--- src/rtl/io_ctrl_if.sv ---
// Register bus between a host and io_ctrl: word address, write strobe, write data,
// registered read data and the level interrupt.
interface io_ctrl_if;
  logic [4:0]  addr;
  logic [31:0] data_in;
  logic        write_enable;
  logic [31:0] data_out;
  logic        irq;

  modport master (
    output addr,
    output data_in,
    output write_enable,
    input  data_out,
    input  irq
  );

  modport slave (
    input  addr,
    input  data_in,
    input  write_enable,
    output data_out,
    output irq
  );
endinterface

--- src/rtl/io_ctrl.sv ---
// Board I/O controller: paired 7-segment decimal display, blinking LEDs and debounced
// switches with sticky change flags and a maskable level interrupt.
module io_ctrl #(
  parameter int unsigned NUM_HEX      = 6,
  parameter int unsigned LED_W        = 10,
  parameter int unsigned SW_W         = 10,
  parameter int unsigned DEBOUNCE_CYC = 16,
  parameter int unsigned BLINK_DIV    = 25000000
) (
  input  logic                   clock,
  input  logic                   reset,
  io_ctrl_if.slave               bus,
  input  logic [SW_W-1:0]        io_in_sw,
  output logic [LED_W-1:0]       io_out_led,
  output logic [7*NUM_HEX-1:0]   io_out_hex
);

  localparam int unsigned NumPairs = NUM_HEX / 2;
  localparam int unsigned CntW     = $clog2(DEBOUNCE_CYC);
  localparam int unsigned PreW     = $clog2(BLINK_DIV);
  localparam logic [CntW-1:0] CntMax = CntW'(DEBOUNCE_CYC - 1);
  localparam logic [PreW-1:0] PreMax = PreW'(BLINK_DIV - 1);

  localparam logic [4:0] AddrLed     = 5'd8;
  localparam logic [4:0] AddrBlink   = 5'd9;
  localparam logic [4:0] AddrSwState = 5'd10;
  localparam logic [4:0] AddrSwChg   = 5'd11;
  localparam logic [4:0] AddrIrqEn   = 5'd12;

  // Active-low gfedcba; bit 0 is segment a.
  function automatic logic [6:0] seg7(input logic [3:0] d);
    case (d)
      4'd0:    seg7 = 7'h40;
      4'd1:    seg7 = 7'h79;
      4'd2:    seg7 = 7'h24;
      4'd3:    seg7 = 7'h30;
      4'd4:    seg7 = 7'h19;
      4'd5:    seg7 = 7'h12;
      4'd6:    seg7 = 7'h02;
      4'd7:    seg7 = 7'h78;
      4'd8:    seg7 = 7'h00;
      4'd9:    seg7 = 7'h10;
      default: seg7 = 7'h7F;
    endcase
  endfunction

  // {tens, ones} segment pair; values of 100 and above blank both digits.
  function automatic logic [13:0] hex_pair(input logic [6:0] v);
    if (v >= 7'd100) return 14'h3FFF;
    return {seg7(4'(v / 7'd10)), seg7(4'(v % 7'd10))};
  endfunction

  logic [6:0]         hex_q     [NumPairs];
  logic [6:0]         hex_d     [NumPairs];
  logic [LED_W-1:0]   led_q, led_d, blink_q, blink_d;
  logic [SW_W-1:0]    irqen_q, irqen_d, swchg_q, swchg_d, swstate_q, swstate_d;
  logic [SW_W-1:0]    sync1_q, sync2_q, toggle, swchg_clr;
  logic [CntW-1:0]    cnt_q     [SW_W];
  logic [CntW-1:0]    cnt_d     [SW_W];
  logic [PreW-1:0]    presc_q, presc_d;
  logic               phase_q, phase_d;
  logic [31:0]        data_out_q, rdata;
  logic               irq_q;
  logic [LED_W-1:0]   led_out_q, led_out_d;
  logic [7*NUM_HEX-1:0] hex_out_q, hex_out_d;
  logic               unused_data_in;

  assign unused_data_in = ^bus.data_in;

  always_comb begin
    for (int k = 0; k < NumPairs; k++) begin
      hex_d[k] = hex_q[k];
      if (bus.write_enable && bus.addr == 5'(k)) hex_d[k] = bus.data_in[6:0];
    end
    led_d   = (bus.write_enable && bus.addr == AddrLed)   ? bus.data_in[LED_W-1:0] : led_q;
    blink_d = (bus.write_enable && bus.addr == AddrBlink) ? bus.data_in[LED_W-1:0] : blink_q;
    irqen_d = (bus.write_enable && bus.addr == AddrIrqEn) ? bus.data_in[SW_W-1:0]  : irqen_q;
    swchg_clr = (bus.write_enable && bus.addr == AddrSwChg) ? bus.data_in[SW_W-1:0] : '0;

    for (int i = 0; i < SW_W; i++) begin
      toggle[i] = 1'b0;
      if (sync2_q[i] == swstate_q[i]) begin
        cnt_d[i] = '0;
      end else if (cnt_q[i] == CntMax) begin
        cnt_d[i]  = '0;
        toggle[i] = 1'b1;
      end else begin
        cnt_d[i] = cnt_q[i] + CntW'(1);
      end
    end
    swstate_d = swstate_q ^ toggle;
    // A debounce toggle wins over a same-cycle write-1-to-clear.
    swchg_d   = (swchg_q & ~swchg_clr) | toggle;

    presc_d = (presc_q == PreMax) ? '0 : presc_q + PreW'(1);
    phase_d = (presc_q == PreMax) ? ~phase_q : phase_q;

    case (bus.addr)
      AddrLed:     rdata = 32'(led_q);
      AddrBlink:   rdata = 32'(blink_q);
      AddrSwState: rdata = 32'(swstate_q);
      AddrSwChg:   rdata = 32'(swchg_q);
      AddrIrqEn:   rdata = 32'(irqen_q);
      default:     rdata = '0;
    endcase
    for (int k = 0; k < NumPairs; k++) begin
      if (bus.addr == 5'(k)) rdata = 32'(hex_q[k]);
    end

    led_out_d = led_q & ~(blink_q & {LED_W{phase_q}});
    for (int k = 0; k < NumPairs; k++) begin
      hex_out_d[14*k +: 14] = hex_pair(hex_q[k]);
    end
  end

  always_ff @(posedge clock or posedge reset) begin
    if (reset) begin
      for (int k = 0; k < NumPairs; k++) hex_q[k] <= 7'h7F;
      for (int i = 0; i < SW_W; i++) cnt_q[i] <= '0;
      led_q      <= '0;
      blink_q    <= '0;
      irqen_q    <= '0;
      swchg_q    <= '0;
      swstate_q  <= '0;
      sync1_q    <= '0;
      sync2_q    <= '0;
      presc_q    <= '0;
      phase_q    <= 1'b0;
      data_out_q <= '0;
      irq_q      <= 1'b0;
      led_out_q  <= '0;
      hex_out_q  <= '1;
    end else begin
      for (int k = 0; k < NumPairs; k++) hex_q[k] <= hex_d[k];
      for (int i = 0; i < SW_W; i++) cnt_q[i] <= cnt_d[i];
      led_q      <= led_d;
      blink_q    <= blink_d;
      irqen_q    <= irqen_d;
      swchg_q    <= swchg_d;
      swstate_q  <= swstate_d;
      sync1_q    <= io_in_sw;
      sync2_q    <= sync1_q;
      presc_q    <= presc_d;
      phase_q    <= phase_d;
      data_out_q <= rdata;
      irq_q      <= |(swchg_q & irqen_q);
      led_out_q  <= led_out_d;
      hex_out_q  <= hex_out_d;
    end
  end

  assign bus.data_out = data_out_q;
  assign bus.irq      = irq_q;
  assign io_out_led   = led_out_q;
  assign io_out_hex   = hex_out_q;

endmodule

--- src/flat_wrapper.sv ---
// flat-port wrapper written by rule: the top's interface ports become plain ports
module io_ctrl_flat 
#(
  parameter int unsigned NUM_HEX      = 6,
  parameter int unsigned LED_W        = 10,
  parameter int unsigned SW_W         = 10,
  parameter int unsigned DEBOUNCE_CYC = 16,
  parameter int unsigned BLINK_DIV    = 25000000
)
  (clock, reset, io_in_sw, io_out_led, io_out_hex, bus_addr, bus_data_in, bus_write_enable, bus_data_out, bus_irq);
  io_ctrl_if bus_i ();
  input  logic clock;
  input  logic reset;
  input  logic [SW_W-1:0] io_in_sw;
  output logic [LED_W-1:0] io_out_led;
  output logic [7*NUM_HEX-1:0] io_out_hex;
  input wire logic [$bits(bus_i.addr)-1:0] bus_addr;
  input wire logic [$bits(bus_i.data_in)-1:0] bus_data_in;
  input wire logic [$bits(bus_i.write_enable)-1:0] bus_write_enable;
  output wire logic [$bits(bus_i.data_out)-1:0] bus_data_out;
  output wire logic [$bits(bus_i.irq)-1:0] bus_irq;
  assign bus_i.addr = bus_addr;
  assign bus_i.data_in = bus_data_in;
  assign bus_i.write_enable = bus_write_enable;
  assign bus_data_out = bus_i.data_out;
  assign bus_irq = bus_i.irq;
  io_ctrl #(.NUM_HEX(NUM_HEX), .LED_W(LED_W), .SW_W(SW_W), .DEBOUNCE_CYC(DEBOUNCE_CYC), .BLINK_DIV(BLINK_DIV)) u_core (.clock(clock), .reset(reset), .bus(bus_i), .io_in_sw(io_in_sw), .io_out_led(io_out_led), .io_out_hex(io_out_hex));
endmodule
--- config.mk ---
export PLATFORM = sky130hd
export DESIGN_NAME = io_ctrl_flat
export DESIGN_NICKNAME = d
export VERILOG_FILES = /design/src/rtl/io_ctrl_if.sv /design/src/rtl/io_ctrl.sv /design/src/flat_wrapper.sv
export SDC_FILE = /design/constraint.sdc
export NUM_CORES = 1
export LEC_CHECK = 0
export CAP_MARGIN = 20
export CORE_MARGIN = 2
export CORE_UTILIZATION = 40
export DETAILED_ROUTE_END_ITERATION = 16
export DONT_BUFFER_PORTS = 1
export GPL_ROUTABILITY_DRIVEN = 0
export PLACE_DENSITY = 0.66
export SKIP_CTS_REPAIR_TIMING = 1
export SLEW_MARGIN = 30
export SYNTH_ARGS = -nofsm -noshare
export SYNTH_HDL_FRONTEND = slang
export SYNTH_SLANG_ARGS = --single-unit
--- constraint.sdc ---
create_clock -name clock -period 14.2 [get_ports clock]
set_input_delay 0 -clock clock [delete_from_list [all_inputs] [get_ports clock]]
set_output_delay 0 -clock clock [all_outputs]
set_load 0.1 [all_outputs]
==> results of run 1 <==
-- metal layers --
metal / wire length, microns / vias to the layer above
met1: 11100 / 3988
met5: 0 / -
met2: 11300 / 192
met3: 1080 / 40
met4: 617 / 0
li1: - / 3832
-- area by class of cell --
type | instances | area [sq um]
fill | 2610 | 15700
sequential | 220 | 5580
multi-input combinational | 760 | 5460
clock buffer | 36 | 726
tap | 384 | 480
timing repair buffer | 27 | 272
inverter | 48 | 193
clock inverter | 6 | 98.8
-- power groups by stage --
stage          Combinational, W  Sequential [W]  Clock, W
6_report               0.000631         0.00142  0.000644
4_1_cts                0.000625         0.00142  0.000658
3_3_place_gp           0.000607         0.00142         0
3_5_place_dp           0.000622         0.00143         0
5_1_grt                0.000717         0.00143  0.000684
2_1_floorplan          0.000567         0.00136         0
-- final timing paths --
check	start	slack, ns	depth (start not counted)	to
worst max-delay path	u_core.hex_q[12]	9.82	15	u_core.io_out_hex[18]
worst min-delay path	bus_addr[1]	0.01	2	u_core.bus.data_out[4]
worst max register to register	u_core.hex_q[12]	9.82	15	u_core.io_out_hex[18]
worst min register to register	u_core.sync1_q[9]	0.35	0	u_core.sync2_q[9]
max in group asynchronous	reset	12.94	3	u_core.presc_q[23]
min in group asynchronous	reset	0.06	2	u_core.cnt_q[9]
-- state kept, by name, summed over array words and instances (netlist names), 10 cells and up, named ones only --
register,count
u_core.presc_q,25
u_core.sync1_q,10
u_core.cnt_q,40
u_core.bus.data_out,10
u_core.swchg_q,10
u_core.blink_q,10
u_core.hex_q,21
u_core.sync2_q,10
u_core.io_out_led,10
u_core.led_q,10
u_core.io_out_hex,42
u_core.irqen_q,10
-- stage by stage --
stage	hold WS [ns]	setup WS, ns
6_report	0.0121	9.82
5_1_grt	0.00438	9.44
4_1_cts	-0.523	9.92
3_5_place_dp	0.0315	9.95
3_3_place_gp	0.0315	9.97
2_1_floorplan	0.0314	8.28
-- cell families (layout without fill, tap and decap cells) --
kind of cell | after synthesis | in the layout | synth area share
buffers and inverters | 117 | 117 | 0.0475
DFF | 220 | 220 | 0.486
and+or+nand+nor | 286 | 286 | 0.125
AOI/OAI and AO/OA | 261 | 261 | 0.156
other | 1 | 22 | 0.000326
adders and majority gates | 44 | 44 | 0.0479
muxes | 88 | 88 | 0.0925
xor gates and xnor gates | 59 | 59 | 0.0450
-- cell usage in the layout (no fill, tap or decap), types with 9 or more instances in the layout --
cell / Yosys / routed
mux2i_1: 17 / 17
a311oi_1: 12 / 12
nand3b_1: 10 / 10
dfrtp_1: 157 / 157
dfstp_2: 63 / 63
nand3_1: 36 / 36
dlygate4sd3_1: 0 / 26
xor2_1: 17 / 17
clkbuf_16: 0 / 24
a21boi_0: 11 / 11
o21ai_0: 59 / 59
mux2_2: 62 / 62
a21oi_1: 57 / 57
xnor2_1: 42 / 42
conb_1: 1 / 22
nor2b_1: 22 / 22
inv_1: 48 / 47
nand2_1: 75 / 75
a31oi_1: 9 / 9
a21o_1: 12 / 12
a22oi_1: 10 / 10
nor2_1: 74 / 74
ha_1: 44 / 44
nand4b_1: 10 / 10
nand2b_1: 16 / 16
o211ai_1: 9 / 9
==> Flow_metrics.wiki, run 1 <==
{| class="wikitable"
! Metric !! Value
|-
| Share of Yosys cell area claimed by the top area cell type || 0.342
|-
| Number of ports placed on the die boundary || 135
|-
| Slew margin rel. || 0.368
|-
| Switching pwr || 0.00122 W
|-
| Share of layout cells above drive strength 1 || 0.176
|-
| Family with the most delay on the worst path || compound AO/OA/AOI/OAI gates
|-
| Largest incremental delay on the critical path || 0.79 ns
|-
| Req. time, crit path || 14.64 ns
|-
| Max clock buf depth || 3
|-
| Post-route cell area || 12,800 sq um
|-
| Insertion delay to the later sink of the worst-skew pair || 0.53 ns
|-
| Worst clock skew || 0.0163 ns
|-
| Worst path bufs/invs || 1
|-
| Total wire length || 24.1 mm
|-
| Share of the clock period used by the worst path || 0.308
|-
| Number of warnings issued by yosys || 0
|-
| Slowest cell on the critical path || dfstp_2
|-
| Final count of pins violating max slew || 0
|-
| Dpl hpwl || 16.1 mm
|-
| Total GRT Usage || 0.158
|-
| Top flip-flop cell by instance count after synthesis || dfrtp_1
|-
| Total design power || 0.00269 W
|-
| Total number of vias || 8,052
|-
| Cell area after placement || 11,700 sq um
|-
| Layout net count || 1,175
|-
| Initial standard-cell utilization of the core || 0.404
|-
| Post-route DRC || 0
|-
| GR Overflow Total || 0
|-
| PwrDens || 210 nW/um^2
|-
| Netlist area before placement || 11,500 sq um
|-
| Top-count cell post-synth || dfrtp_1
|-
| Clock share of power || 0.239
|-
| Highest attainable clock frequency || 0.228 GHz
|-
| Core ar. || 28,500 sq um
|-
| Count of final setup violators || 0
|-
| Width of the die || 174 microns
|-
| Pleak || 5.51 nW
|-
| Met1 usage in global routing || 0.217
|-
| Post-route setup TNS || 0 ns
|-
| Clock tree from TritonCTS || yes
|-
| Buffer type at the clock tree root || clkbuf_16
|-
| Average wire per standard cell || 16.2 microns
|-
| TritonCTS Buffers || 24
|-
| Critical path peak fanout || 26
|-
| Avg Vias per Cell || 5.44
|-
| Wire length of the first global-routing pass || 39.4 mm
|-
| Initial antenna violation count || 0
|-
| Register bit count reported by yosys || 220
|-
| Main area contributors after synthesis || dfrtp_1, dfstp_2, mux2_2, ha_1, xnor2_1
|-
| Max-capacitance violation count || 0
|-
| Sw Share || 0.455
|-
| Non-filler instance count after layout || 1,481
|-
| Setup crit end kind || flip-flop
|-
| Placed insts || 1,413
|-
| Worst-path clk slew || 0.06 ns
|-
| Crit path kind || reg -> reg
|-
| Number of inserted diodes || 0
|-
| Standard-cell row count || 62
|-
| Outcome || completed
|-
| Unique masters post-synth || 72
|-
| Die Footprint || 30,100 sq um
|-
| Mapped Cells || 1,076
|-
| Critical Path AT || 4.82 ns
|-
| Number of sinks on the clock net || 220
|-
| Met3 layer usage reported by global route || 0.0336
|-
| RSZ-0062 raised after global routing || false
|-
| Die Y || 174 microns
|-
| Sequential Power Share || 0.526
|-
| Time the final worst path needs with I/O delays and setup || 4.38 ns
|-
| Top cell type by total area after synthesis || dfrtp_1
|-
| Sequential cell area fraction in the yosys report || 0.486
|-
| Number of hold violations in the final report || 0
|-
| Via count of the first global-routing pass || 7,553
|-
| Ys async rst share || 1.00
|-
| Tightest Hold Check Type || in -> reg
|-
| Critical Path, Cell by Cell || nand2b_1, nor2_1, a211oi_1, nor2_1, a211oi_1, ha_1, a41oi_1, a311oi_1, o211ai_4, xnor2_1, inv_1, ha_1, nand2_1, o21ai_0, o211ai_1
|-
| Worst Tran Pin Value || 0.946 ns
|-
| Area Growth Syn to Fin || 11.5%
|-
| Pin count of the biggest net entering global routing || 146
|-
| H-tree level count || 1
|-
| Top post-synthesis cells by count || dfrtp_1, nand2_1, nor2_1, dfstp_2, mux2_2
|-
| Power share of the combinational group || 0.234
|-
| Number of optimization iterations in the first detailed-route pass || 5
|-
| Number of buffers inserted by port buffering || 0
|-
| Violation count after the first detailed-route iteration || 544
|-
| Met2 Resource Use GR || 0.248
|-
| Post-Synthesis Mean Instance Area || 10.7 sq um
|-
| Number of enable flip-flop cells after synthesis || 0
|-
| Critical path launch point type || flip-flop
|-
| Remaining antenna violation count || 0
|-
| Cell-internal power || 0.00147 W
|-
| Post-Route Utilization || 0.450
|-
| Top Usage Layer GRT || met2
|-
| Peak ir drop on the vdd network || 0.139 mV
|}
Note: power is estimated with default switching activity, not from simulation.
==> run 2, diff against run 1 <==
ABC_AREA = 1   (was default)
PLACE_DENSITY = 0.68   (was 0.66)
clock period = 3.6 ns   (was 14.2 ns; I/O delays follow)
==> run 2 against run 1 <==
The run now ends with negative hold slack left. Flip-flop and latch count stayed put. Wire length is 5.4% lower. Final cell count is 10% higher. Synthesized cell count is 14% higher. Final area is 2.8% lower. Power grew to 4.0 times the previous value. First-iteration DRC count is 15% lower. Count of clock-buffer cells in the layout stayed put. Global-route usage is 0.31 points higher. Combinational power grew to 4.5 times the previous value. Worst setup slack worse by 9.4 ns. Fmax is 36% higher. Critical endpoint is now u_core.io_out_hex[17]. Largest power group unchanged.
==> Flow_metrics.wiki, run 2 <==
{| class="wikitable"
! Metric !! Value
|-
| Outcome || finished, violations left
|-
| Failing checks || negative hold slack
|-
| Main area contributors after synthesis || dfrtp_1, dfstp_2, nand2_1, inv_1, ha_1
|-
| GR Overflow Total || 0
|-
| Number of inserted diodes || 0
|-
| Crit path kind || reg -> reg
|-
| Critical path launch point type || flip-flop
|-
| Slew margin rel. || 0.392
|-
| Number of warnings issued by yosys || 0
|-
| Core ar. || 27,000 sq um
|-
| Share of layout cells above drive strength 1 || 0.161
|-
| Top post-synthesis cells by count || nand2_1, inv_1, dfrtp_1, o21ai_0, nor2_1
|-
| Initial standard-cell utilization of the core || 0.408
|-
| Most used cell, CP || nand2_2
|-
| Post-Route Utilization || 0.462
|-
| Total GRT Usage || 0.161
|-
| Total wire length || 22.8 mm
|-
| Remaining antenna violation count || 0
|-
| Post-route DRC || 0
|-
| Total number of vias || 8,155
|-
| Via count of the first global-routing pass || 7,689
|-
| H-tree level count || 1
|-
| Setup crit end kind || flip-flop
|-
| Ys async rst share || 1.00
|-
| Number of buffers inserted by port buffering || 0
|-
| Req. time, crit path || 4.03 ns
|-
| Area Growth Syn to Fin || 13.3%
|-
| Avg Vias per Cell || 4.99
|-
| Die Y || 170 microns
|-
| Number of ports placed on the die boundary || 135
|-
| Number of hold violations in the final report || 2
|-
| Layout net count || 1,367
|-
| Critical Path AT || 3.64 ns
|-
| Width of the die || 170 microns
|-
| Final count of pins violating max slew || 0
|-
| Max-capacitance violation count || 0
|-
| Critical path peak fanout || 7
|-
| Violation count after the first detailed-route iteration || 460
|-
| Critical Path, Cell by Cell || inv_1, nand3_1, nand3_2, nand2_2, nand3_2, nand2_2, nand2_2, nand2_4, nand2_4, nand2_2, nand2_1, inv_1, ha_1, inv_1, nand3_2, nand2_4, nor2_8, nand2_1, nand2_1, ha_1, nand3b_1, nand3_1, nand3_1
|-
| Post-route setup TNS || 0 ns
|-
| Worst-path clk slew || 0.06 ns
|-
| Time the final worst path needs with I/O delays and setup || 3.21 ns
|-
| Unique masters post-synth || 48
|-
| Top-count cell post-synth || nand2_1
|-
| Largest family of logic cells by synthesized area || simple AND/OR/NAND/NOR gates
|-
| Total design power || 0.0108 W
|-
| Post-synthesis share of cell area spent on full adders, half adders and majority gates || 0.0501
|-
| Tightest Hold Check Type || in -> reg
|-
| PwrDens || 868 nW/um^2
|-
| Insertion delay to the later sink of the worst-skew pair || 0.53 ns
|-
| Slowest cell on the critical path || dfstp_2
|-
| Initial antenna violation count || 0
|-
| Pin count of the biggest net entering global routing || 81
|-
| Area share of and/or/nand/nor cells after synthesis || 0.226
|-
| Pleak || 6.09 nW
|-
| Wire length of the first global-routing pass || 38.0 mm
|-
| TritonCTS Buffers || 26
|-
| Standard-cell row count || 60
|-
| Average wire per standard cell || 13.9 microns
|-
| Netlist area before placement || 11,000 sq um
|-
| Complex-gate fraction of the synthesized area || 0.0975
|-
| Worst hold-check slack || -0.0511 ns
|-
| Number of enable flip-flop cells after synthesis || 0
|-
| Highest attainable clock frequency || 0.311 GHz
|-
| Number of optimization iterations in the first detailed-route pass || 4
|-
| Max FFs per register || 42
|-
| Share of the clock period used by the worst path || 0.892
|-
| Commonest non-fill, non-tap cell in the layout || nand2_1
|-
| Mapped Cells || 1,230
|-
| Share of Yosys cell area claimed by the top area cell type || 0.357
|-
| Register bit count reported by yosys || 220
|-
| RSZ-0062 raised after global routing || false
|-
| Worst Setup Slack, final || 0.389 ns
|-
| Top cell type by total area after synthesis || dfrtp_1
|-
| Post-synthesis xor/xnor area fraction || 0.0239
|-
| Setup WS pre-CTS || 0.442 ns
|-
| Sequential cell area fraction in the yosys report || 0.508
|-
| Buffer type at the clock tree root || clkbuf_16
|-
| Peak ir drop on the vdd network || 0.362 mV
|-
| Count of final setup violators || 0
|-
| Worst Tran Pin Value || 0.913 ns
|-
| Mux share of post-synthesis cell area || 0.0102
|-
| Top flip-flop cell by instance count after synthesis || dfrtp_1
|-
| Number of sinks on the clock net || 220
|-
| Die Footprint || 28,800 sq um
|-
| Max clock buf depth || 3
|-
| Worst clock skew || 0.0142 ns
|-
| Clock tree from TritonCTS || yes
|-
| Dpl hpwl || 16.4 mm
|-
| Post-Synthesis Mean Instance Area || 8.94 sq um
|-
| Largest incremental delay on the critical path || 0.58 ns
|-
| Leading cell types in the layout, fill and taps excluded || nand2_1, inv_1, dfrtp_1
|}
[run 2: area by class of cell]
type | count | area, sq um
clock buffers | 36 | 781
inverters | 185 | 699
multi-input cells | 809 | 4570
repair buffers | 31 | 318
well taps | 341 | 427
flip-flops and latches | 220 | 5580
fillers | 2529 | 14500
clock inverters | 11 | 75.1
[run 2: stage by stage]
stage          std cells  hold WS (ns)  area (sq um)
6_report            1633       -0.0511         12500
5_1_grt             1633       0.00320         12500
4_1_cts             1609        -0.519         12200
3_5_place_dp        1562        0.0315         11400
3_3_place_gp        1562        0.0315         11400
2_1_floorplan       1251        0.0314         11100
[run 2: path summary, 6_finish.rpt]
| kind | startpoint | to | slack, ns | cells past startpoint |
|---|---|---|---|---|
| min in group asynchronous | reset | u_core.sync1_q[3] | 0.10 | 2 |
| setup reg to reg | u_core.hex_q[11] | u_core.io_out_hex[17] | 0.39 | 23 |
| hold reg to reg | u_core.sync1_q[1] | u_core.sync2_q[1] | 0.35 | 0 |
| setup / recovery | u_core.hex_q[11] | u_core.io_out_hex[17] | 0.39 | 23 |
| hold / removal | bus_addr[1] | u_core.bus.data_out[8] | -0.05 | 5 |
| max in group asynchronous | reset | u_core.io_out_hex[0] | 2.59 | 3 |
[run 2: kinds of logic (layout without fill, tap and decap cells)]
kind of cell,Yosys count,in the layout
multiplexers,10,10
other,1,22
AND/OR/NAND/NOR,521,521
buffers and inverters,222,263
XOR/XNOR,30,30
AO/OA/AOI/OAI,182,182
adder cells (fa/ha/maj),44,44
flip-flops,220,220
[run 2: metal layers]
| metal | track usage | share of wire |
|---|---|---|
| met1 | 0.220 | 0.46 |
| met2 | 0.262 | 0.46 |
| met3 | 0.0259 | 0.049 |
| met4 | 0.0528 | 0.030 |
| met5 | 0 | 0 |
[run 2: power breakdown]
part	internal (W)	total [W]	switching [W]
Clock	0.00152	0.00253	0.00101
Combinational	0.000978	0.00287	0.00190
Sequential	0.00320	0.00541	0.00221
Total	0.00569	0.0108	0.00512
[run 2: critical path, delay by kind of cell (launching register included)]
family | cells | cell delay (ns)
simple gates | 18 | 1.83
flops | 1 | 0.58
fa+ha+maj | 2 | 0.43
buf+inv | 3 | 0.25
